`src/rtl/aes_block_tx_serializer_if.sv`:
```
// Block-in / byte-out bundle between the AES-CTR pipeline, the block serializer and the UART TX.
// The serializer takes the slave view; whoever feeds blocks and drains bytes takes the master view.
interface aes_block_tx_serializer_if #(
  parameter int DATA_W = 128
);
  logic              block_valid;
  logic [DATA_W-1:0] block_data;
  logic              fifo_full;
  logic              overflow;
  logic [7:0]        tx_data;
  logic              tx_valid;
  logic              tx_ready;
  logic              busy;

  modport master (
    output block_valid, block_data, tx_ready,
    input  fifo_full, overflow, tx_data, tx_valid, busy
  );

  modport slave (
    input  block_valid, block_data, tx_ready,
    output fifo_full, overflow, tx_data, tx_valid, busy
  );
endinterface

```
`src/rtl/aes_block_tx_serializer.sv`:
```
// Buffers 128-bit ciphertext blocks in a small FIFO and streams each one MSB byte first over valid/ready.
// First byte is valid two edges after block_valid; a stalled byte holds until accepted; pushes into a full FIFO are dropped.
module aes_block_tx_serializer #(
  parameter int FIFO_DEPTH = 4,
  parameter int DATA_W     = 128
) (
  input  logic                   clk,
  input  logic                   reset,
  aes_block_tx_serializer_if.slave bus
);
  localparam int PTR_W = $clog2(FIFO_DEPTH);
  localparam int CNT_W = PTR_W + 1;

  typedef enum logic {
    IDLE,
    SEND
  } state_t;

  logic [DATA_W-1:0] mem_q [FIFO_DEPTH];

  state_t            state_q,    state_d;
  logic [PTR_W-1:0]  wr_ptr_q,   wr_ptr_d;
  logic [PTR_W-1:0]  rd_ptr_q,   rd_ptr_d;
  logic [CNT_W-1:0]  count_q,    count_d;
  logic [DATA_W-1:0] shift_q,    shift_d;
  logic [3:0]        byte_idx_q, byte_idx_d;
  logic              overflow_q, overflow_d;

  logic push_ok;
  logic pop;
  logic full;

  assign full = (count_q == CNT_W'(FIFO_DEPTH));

  always_comb begin
    state_d    = state_q;
    wr_ptr_d   = wr_ptr_q;
    rd_ptr_d   = rd_ptr_q;
    count_d    = count_q;
    shift_d    = shift_q;
    byte_idx_d = byte_idx_q;
    overflow_d = overflow_q;

    // Fullness is judged before any same-edge pop, so a push at full is lost even if IDLE drains one.
    push_ok = bus.block_valid && !full;
    pop     = (state_q == IDLE) && (count_q != '0);

    if (push_ok) begin
      wr_ptr_d = wr_ptr_q + PTR_W'(1);
    end else if (bus.block_valid) begin
      overflow_d = 1'b1;
    end

    count_d = count_q + CNT_W'(push_ok) - CNT_W'(pop);

    unique case (state_q)
      IDLE: begin
        if (pop) begin
          shift_d    = mem_q[rd_ptr_q];
          rd_ptr_d   = rd_ptr_q + PTR_W'(1);
          byte_idx_d = '0;
          state_d    = SEND;
        end
      end
      SEND: begin
        if (bus.tx_ready) begin
          shift_d    = shift_q << 8;
          byte_idx_d = byte_idx_q + 4'd1;
          if (byte_idx_q == 4'd15) begin
            state_d = IDLE;
          end
        end
      end
      default: state_d = IDLE;
    endcase
  end

  always_ff @(posedge clk) begin
    if (reset) begin
      state_q    <= IDLE;
      wr_ptr_q   <= '0;
      rd_ptr_q   <= '0;
      count_q    <= '0;
      shift_q    <= '0;
      byte_idx_q <= '0;
      overflow_q <= 1'b0;
    end else begin
      state_q    <= state_d;
      wr_ptr_q   <= wr_ptr_d;
      rd_ptr_q   <= rd_ptr_d;
      count_q    <= count_d;
      shift_q    <= shift_d;
      byte_idx_q <= byte_idx_d;
      overflow_q <= overflow_d;
    end
  end

  // Storage needs no reset: entries are only read after the pointers say they were written.
  always_ff @(posedge clk) begin
    if (push_ok && !reset) begin
      mem_q[wr_ptr_q] <= bus.block_data;
    end
  end

  assign bus.tx_valid  = (state_q == SEND);
  assign bus.tx_data   = shift_q[DATA_W-1 -: 8];
  assign bus.fifo_full = full;
  assign bus.overflow  = overflow_q;
  assign bus.busy      = (state_q != IDLE) || (count_q != '0);
endmodule

```
`src/flat_wrapper.sv`:
```
// flat-port wrapper written by rule: the top's interface ports become plain ports
module aes_block_tx_serializer_flat 
#(
  parameter int FIFO_DEPTH = 4,
  parameter int DATA_W     = 128
)
  (clk, reset, bus_block_valid, bus_block_data, bus_tx_ready, bus_fifo_full, bus_overflow, bus_tx_data, bus_tx_valid, bus_busy);
  aes_block_tx_serializer_if #(.DATA_W(DATA_W)) bus_i ();
  input  logic clk;
  input  logic reset;
  input wire logic [$bits(bus_i.block_valid)-1:0] bus_block_valid;
  input wire logic [$bits(bus_i.block_data)-1:0] bus_block_data;
  input wire logic [$bits(bus_i.tx_ready)-1:0] bus_tx_ready;
  output wire logic [$bits(bus_i.fifo_full)-1:0] bus_fifo_full;
  output wire logic [$bits(bus_i.overflow)-1:0] bus_overflow;
  output wire logic [$bits(bus_i.tx_data)-1:0] bus_tx_data;
  output wire logic [$bits(bus_i.tx_valid)-1:0] bus_tx_valid;
  output wire logic [$bits(bus_i.busy)-1:0] bus_busy;
  assign bus_i.block_valid = bus_block_valid;
  assign bus_i.block_data = bus_block_data;
  assign bus_i.tx_ready = bus_tx_ready;
  assign bus_fifo_full = bus_i.fifo_full;
  assign bus_overflow = bus_i.overflow;
  assign bus_tx_data = bus_i.tx_data;
  assign bus_tx_valid = bus_i.tx_valid;
  assign bus_busy = bus_i.busy;
  aes_block_tx_serializer #(.FIFO_DEPTH(FIFO_DEPTH), .DATA_W(DATA_W)) u_core (.clk(clk), .reset(reset), .bus(bus_i));
endmodule
```
`config.mk`:
```
export PLATFORM = sky130hd
export DESIGN_NAME = aes_block_tx_serializer_flat
export DESIGN_NICKNAME = d
export VERILOG_FILES = /design/src/rtl/aes_block_tx_serializer_if.sv /design/src/rtl/aes_block_tx_serializer.sv /design/src/flat_wrapper.sv
export SDC_FILE = /design/constraint.sdc
export NUM_CORES = 1
export LEC_CHECK = 0
export CORE_UTILIZATION = 50
export DETAILED_ROUTE_END_ITERATION = 12
export GPL_TIMING_DRIVEN = 0
export PLACE_DENSITY = 0.71
export REMOVE_ABC_BUFFERS = 1
export SYNTH_ARGS = -nofsm -noshare
export SYNTH_HDL_FRONTEND = slang
export SYNTH_SLANG_ARGS = --single-unit
export TNS_END_PERCENT = 100
```
`constraint.sdc`:
```
create_clock -name clk -period 4.9 [get_ports clk]
set_input_delay 1.225 -clock clk [delete_from_list [all_inputs] [get_ports clk]]
set_output_delay 1.225 -clock clk [all_outputs]
set_load 0.01 [all_outputs]
```
==> impl_metrics.env, run 1 <==
export IMPL_cts_buffers=67
export IMPL_via_per_inst=6.060
export IMPL_ir_worst_vdd_uv=413.3
export IMPL_grt_pass1_wl_mm=85.77
export IMPL_dp_hpwl_mm=29.37
export IMPL_clock_latency_ns=0.59
export IMPL_htree_levels=3
export IMPL_min_path_cells=2
export IMPL_synth_edf_count=512
export IMPL_antenna_found_initial=9
export IMPL_num_nets_final=1847
export IMPL_die_y_um=227.1
export IMPL_die_w_um=227.1
export IMPL_async_reset_ff_frac=0
export IMPL_cts_sinks=655
export IMPL_crit_required_ns=3.67
export IMPL_cts_resized=0
export IMPL_min_period_ns=4.037
export IMPL_start_util=0.5062
export IMPL_max_freq_ghz=0.2477
export IMPL_grt_usage=0.2175
export IMPL_row_count=82
export IMPL_place_gp_congestion=0.7065
export IMPL_r2r_start="u_core.count_q[1]"
export IMPL_syn_inst=1610
export IMPL_synth_most_common_cell="edfxtp_1"
export IMPL_worst_setup_path_end_kind="primary output"
export IMPL_syn_to_final_growth_pct=18.53
export IMPL_io_buffers=143
export IMPL_rsz0062_at_grt="false"
export IMPL_cts_tree="done"
export IMPL_dp_slack_ns=0.8801
export IMPL_fillers=3771
export IMPL_yosysSeqAreaShare=0.7196
export IMPL_outcome="completed"
export IMPL_wl_per_cell_um=22.83
export IMPL_cts_root_buf="clkbuf_16"
export IMPL_holdPathEnd="u_core.bus.overflow"
export IMPL_skew_ns=0.01606
export IMPL_drcViolationCount=0
export IMPL_slew_headroom=0.2976
export IMPL_drv_slew=0
export IMPL_yosysUniqueCellTypes=37
export IMPL_synthDominantCellAreaShare=0.6066
export IMPL_syn_avg_cell_area_sq_um=15.74
export IMPL_rr_endpoint="u_core.count_q[2]"
export IMPL_min_delay_start="u_core.bus.overflow"
export IMPL_setup_slack_ns=0.8632
export IMPL_overflow=0
export IMPL_synth_area_top_cells="edfxtp_1 61%, dfxtp_1 11%, mux2i_1 9.5%, o22a_1 4.1%, a211oi_1 3.6%"
export IMPL_start_kind="flip-flop"
export IMPL_ios=144
export IMPL_critPathKind="reg -> out"
export IMPL_tightest_slew_ns=1.050
export IMPL_crit_path_start="u_core.bus.tx_valid"
export IMPL_cts_setup_buffers=0
export IMPL_drt_iter0_drc=903
export IMPL_r2r_setup_slack_ns=2.00
export IMPL_ys_ff_latch=655
export IMPL_cts_hold_buf=0
export IMPL_maxCapViolations=0
export IMPL_reg2reg_depth=9
export IMPL_yosys_warnings=0
export IMPL_period_share=0.8238
export IMPL_tns_ns=0
export IMPL_p_leak_nw=9.633
export IMPL_postRouteWirelength_mm=55.58
export IMPL_route_vias_total=14760
export IMPL_setup_viol=0
export IMPL_syn_area_sq_mm=0.02535
export IMPL_firstDrtPassIters=5
export IMPL_grt_pass1_vias=15350
export IMPL_drive_gt1_frac=0.08461
export IMPL_yosys_area_top_type="edfxtp_1"
export IMPL_synth_main_ff_cell="edfxtp_1"
export IMPL_hold_viol=0
export IMPL_synthTopCellsByCount="512 x edfxtp_1, 240 x mux2i_1, 143 x dfxtp_1"
export IMPL_hold_path_class="reg -> reg"
export IMPL_dieArea_sq_mm=0.05159
export IMPL_grt_max_degree=97
export IMPL_antenna_left=0
export IMPL_clk_pin_slew_ns=0.06
export IMPL_coreArea_sq_mm=0.05007
export IMPL_cp_arrival_ns=2.81
export IMPL_clock_path_buffers=3
export IMPL_power_density_mw_per_mm2=570.3
export IMPL_path_max_fanout=94
-- worst max path at each step --
stage / endpoint / slack [ns] / cells past startpoint
after detailed placement: u_core.mem_q[0][29] / 0.88 / 6
after floorplan: u_core.shift_q[0] / -4.65 / 2
final: bus_busy / 0.86 / 4
after global routing: bus_busy / 0.79 / 4
after CTS: bus_busy / 0.89 / 4
after global placement: u_core.shift_q[4] / -8.20 / 3
-- report_power, final --
group / switching [mW] / internal (mW)
Clock: 2.00 / 2.98
Sequential: 0.446 / 6.76
Combinational: 2.65 / 2.29
Total: 5.10 / 12.0
-- cell usage in the layout, fill, tap and decap left out, drive strengths merged --
| cell type | Yosys | routed |
|---|---|---|
| nand3b | 1 | 1 |
| diode | 0 | 2 |
| buf | 73 | 33 |
| inv | 11 | 11 |
| edfxtp | 512 | 512 |
| and2 | 4 | 4 |
| a211oi | 121 | 121 |
| or2 | 1 | 1 |
| xnor2 | 2 | 2 |
| o221ai | 1 | 1 |
| nand2b | 2 | 2 |
| nor2b | 3 | 3 |
| or3 | 3 | 3 |
| bufinv | 0 | 3 |
| clkinv | 0 | 18 |
| mux2i | 240 | 240 |
| a311oi | 1 | 1 |
| clkbuf | 74 | 101 |
| mux4 | 8 | 8 |
| a32o | 8 | 8 |
| nand2 | 4 | 4 |
| o31ai | 2 | 2 |
| fa | 1 | 1 |
| o22a | 120 | 120 |
| nand3 | 2 | 2 |
| ha | 7 | 7 |
| o22ai | 120 | 120 |
| a21oi | 129 | 129 |
| clkinvlp | 0 | 1 |
| dfxtp | 143 | 143 |
| nor4 | 1 | 1 |
| nor2 | 5 | 5 |
| or4 | 2 | 2 |
| nor3b | 1 | 1 |
| nor3 | 3 | 3 |
| o21ai | 5 | 5 |
| clkdlybuf4s50 | 0 | 142 |
-- critical path, stage by stage, from the launching register on --
cell             delay [ns]
dfxtp_4                0.66
nor4_4                 0.13
inv_6                  0.29
buf_16                 0.44
clkdlybuf4s50_1        0.63
-- area by class of cell --
class                           count  area (sq um)  share of cell area
Inverter                           11         46.29            0.001541
Sequential cell                   655         18250              0.6073
Timing Repair Buffer              175          2281             0.07593
Clock inverter                     22         177.7            0.005914
Antenna cell                        2         5.005           0.0001666
Clock buffer                      101          2002             0.06664
Multi-Input combinational cell    797          6444              0.2145
Tap cell                          672         840.8             0.02799
-- per-stage QoR --
stage | power (mW) | util | hold WS, ns | area (sq um) | cells
2_1_floorplan | 10.68 | - | 0.4455 | 24690 | 1463
3_3_place_gp | 11.80 | 0.5385 | 0.4622 | 26960 | 2278
3_5_place_dp | 12.24 | 0.5564 | 0.4669 | 27860 | 2310
4_1_cts | 17.24 | 0.5999 | 0.4842 | 30040 | 2433
5_1_grt | 17.91 | 0.6000 | 0.5194 | 30040 | 2434
6_report | 17.13 | 0.6000 | 0.4789 | 30040 | 2435
-- kinds of logic after synthesis --
| family | count (synthesis) | synth area share |
|---|---|---|
| AOI/OAI and AO/OA | 507 | 0.1378 |
| xor gates and xnor gates | 2 | 0.0006912 |
| adders and majority gates | 8 | 0.004245 |
| buffers and inverters | 158 | 0.02760 |
| DFF | 655 | 0.7196 |
| muxes | 248 | 0.1019 |
| and+or+nand+nor | 32 | 0.008195 |
-- state kept, by name, indices dropped and copies added, names as in the netlist, named ones only --
name and count:
u_core.byte_idx_q 4, u_core.mem_q 512, u_core.bus.tx_valid 1, u_core.rd_ptr_q 2, u_core.wr_ptr_q 2, u_core.shift_q 128, u_core.bus.overflow 1, u_core.count_q 3
-- layer usage --
| layer | vias to the layer above | routed length [um] | GRT usage |
|---|---|---|---|
| li1 | 6711 | - | - |
| met1 | 7550 | 23840 | 0.2788 |
| met2 | 398 | 27210 | 0.3640 |
| met3 | 84 | 3430 | 0.04995 |
| met4 | 14 | 1007 | 0.07469 |
| met5 | - | 98 | 0 |
Note: power is estimated with default switching activity, not from simulation.
==> run 2, diff against run 1 <==
==> constraint.sdc (replaced) <==
create_clock -name clk -period 3.7 [get_ports clk]
set_input_delay 0.925 -clock clk [delete_from_list [all_inputs] [get_ports clk]]
set_output_delay 0.925 -clock clk [all_outputs]
set_load 0.01 [all_outputs]
==> impl_metrics.env, run 2 (synthesis results as in run 1) <==
export IMPL_largest_register_ffs=512
export IMPL_crit_required_ns=2.77
export IMPL_hold_viol=0
export IMPL_crit_path_start="u_core.bus.tx_valid"
export IMPL_met1_length_mm=24.00
export IMPL_critPathKind="reg -> out"
export IMPL_layout_common_cells="512 x edfxtp_1, 240 x mux2i_1, 142 x clkdlybuf4s50_1"
export IMPL_route_vias_total=14810
export IMPL_dieArea_sq_mm=0.05159
export IMPL_rr_endpoint="u_core.count_q[2]"
export IMPL_clock_path_buffers=3
export IMPL_cp_slowest_cell="dfxtp_4"
export IMPL_io_buffers=143
export IMPL_reg2reg_depth=9
export IMPL_max_flop_register="u_core.mem_q"
export IMPL_hold_path_class="reg -> reg"
export IMPL_topRoutingLayerUsed="met5"
export IMPL_placed_area_sq_mm=0.02786
export IMPL_met2WireLength_mm=27.37
export IMPL_grt_max_degree=97
export IMPL_fillers=3769
export IMPL_via_per_inst=6.078
export IMPL_critical_path_top_delay_family="buffers and inverters"
export IMPL_die_w_um=227.1
export IMPL_start_util=0.5062
export IMPL_path_max_fanout=47
export IMPL_dp_hpwl_mm=29.37
export IMPL_placed_cells=2310
export IMPL_crit_cells=4
export IMPL_clock_latency_ns=0.60
export IMPL_r2r_setup_slack_ns=0.81
export IMPL_final_cells=2436
export IMPL_rsz0062_at_grt="false"
export IMPL_cts_sinks=655
export IMPL_r2r_start="u_core.count_q[1]"
export IMPL_cts_tree="done"
export IMPL_place_gp_congestion=0.7065
export IMPL_slew_headroom=0.3033
export IMPL_fin_area_sq_mm=0.03007
export IMPL_num_nets_final=1848
export IMPL_clk_pin_slew_ns=0.06
export IMPL_maxCapViolations=0
export IMPL_cts_setup_buffers=0
export IMPL_crit_path_end="bus_busy"
export IMPL_setup_viol=0
export IMPL_cp_arrival_ns=2.66
export IMPL_cts_buffers=67
export IMPL_postRouteWirelength_mm=56.26
export IMPL_grt_pass1_vias=15390
export IMPL_syn_to_final_growth_pct=18.66
export IMPL_setup_slack_ns=0.1113
export IMPL_firstDrtPassIters=8
export IMPL_dp_slack_ns=-0.01986
export IMPL_cts_root_buf="clkbuf_16"
export IMPL_min_period_ns=3.589
export IMPL_htree_levels=3
export IMPL_met3RoutedLength_mm=3.704
export IMPL_grt_usage=0.2203
export IMPL_drt_iter0_drc=986
export IMPL_cp_num_buf_inv=3
export IMPL_drcViolationCount=0
export IMPL_worst_setup_path_end_kind="primary output"
export IMPL_p_leak_nw=9.654
export IMPL_max_freq_ghz=0.2787
export IMPL_skew_ns=0.01569
export IMPL_cts_hold_buf=0
export IMPL_grt_pass1_wl_mm=86.57
export IMPL_row_count=82
export IMPL_period_share=0.9699
export IMPL_total_power_mw=22.79
export IMPL_overflow=0
export IMPL_ios=144
export IMPL_cp_cell_sequence="nor4_4, inv_6, buf_16, clkdlybuf4s50_1"
export IMPL_wl_per_cell_um=23.09
export IMPL_critPathMaxStageDelay_ns=0.65
export IMPL_top_regs="u_core.mem_q: 512 flops, u_core.shift_q: 128 flops, u_core.byte_idx_q: 4 flops"
export IMPL_cts_resized=0
export IMPL_start_kind="flip-flop"
export IMPL_drv_slew=0
export IMPL_final_common_cell="edfxtp_1"
export IMPL_power_density_mw_per_mm2=757.9
export IMPL_drive_gt1_frac=0.08513
export IMPL_antenna_left=0
export IMPL_fin_hold_ws_ns=0.4786
export IMPL_antenna_found_initial=9
export IMPL_coreArea_sq_mm=0.05007
export IMPL_outcome="completed"
export IMPL_tightest_slew_ns=1.042
export IMPL_die_y_um=227.1
export IMPL_ir_worst_vdd_uv=548.9
## run 2: where the power goes
part / internal, mW / switching (mW)
sequential: 8.95 / 0.592
combinational: 3.08 / 3.57
clock: 3.95 / 2.66
## run 2: tightest hold or removal path, stage by stage, from the launching register on
cell and delay, ns:
dfxtp_1 0.33, a21oi_1 0.04, nor2_1 0.07
## run 2: area by class of cell
class	instances	area, sq um	area share
diodes	2	5.005	0.0001664
flip-flops and latches	655	18250	0.6067
multi-input cells	797	6444	0.2143
well taps	672	840.8	0.02796
inverters	11	46.29	0.001539
clock buffers	101	2002	0.06657
repair buffers	176	2313	0.07693
clock inverters	22	177.7	0.005908
## run 2: how the worst min path moves through the flow
stage	start	endpoint	slack (ns)	cells after the start
3_3_place_gp	u_core.bus.overflow	u_core.bus.overflow	0.46	2
3_5_place_dp	u_core.bus.overflow	u_core.bus.overflow	0.47	2
5_1_grt	u_core.shift_q[1]	u_core.shift_q[1]	0.52	1
4_1_cts	u_core.bus.overflow	u_core.bus.overflow	0.48	2
2_1_floorplan	u_core.rd_ptr_q[1]	flip-flop	0.45	2
6_report	u_core.bus.overflow	u_core.bus.overflow	0.48	2
## run 2: layer usage
| layer | vias to the layer above | global-route usage |
|---|---|---|
| met2 | 455 | 0.3666 |
| li1 | 6708 | - |
| met1 | 7534 | 0.2845 |
| met4 | 14 | 0.07512 |
| met5 | - | 0 |
| met3 | 94 | 0.05021 |
## run 2: metrics by stage
| step | util | TNS (ns) |
|---|---|---|
| global route | 0.6006 | 0 |
| detailed placement | 0.5564 | -0.6202 |
| CTS | 0.6006 | 0 |
| floorplan | - | -1245.25 |
| finish | 0.6007 | 0 |
| global placement | 0.5385 | -5798.07 |
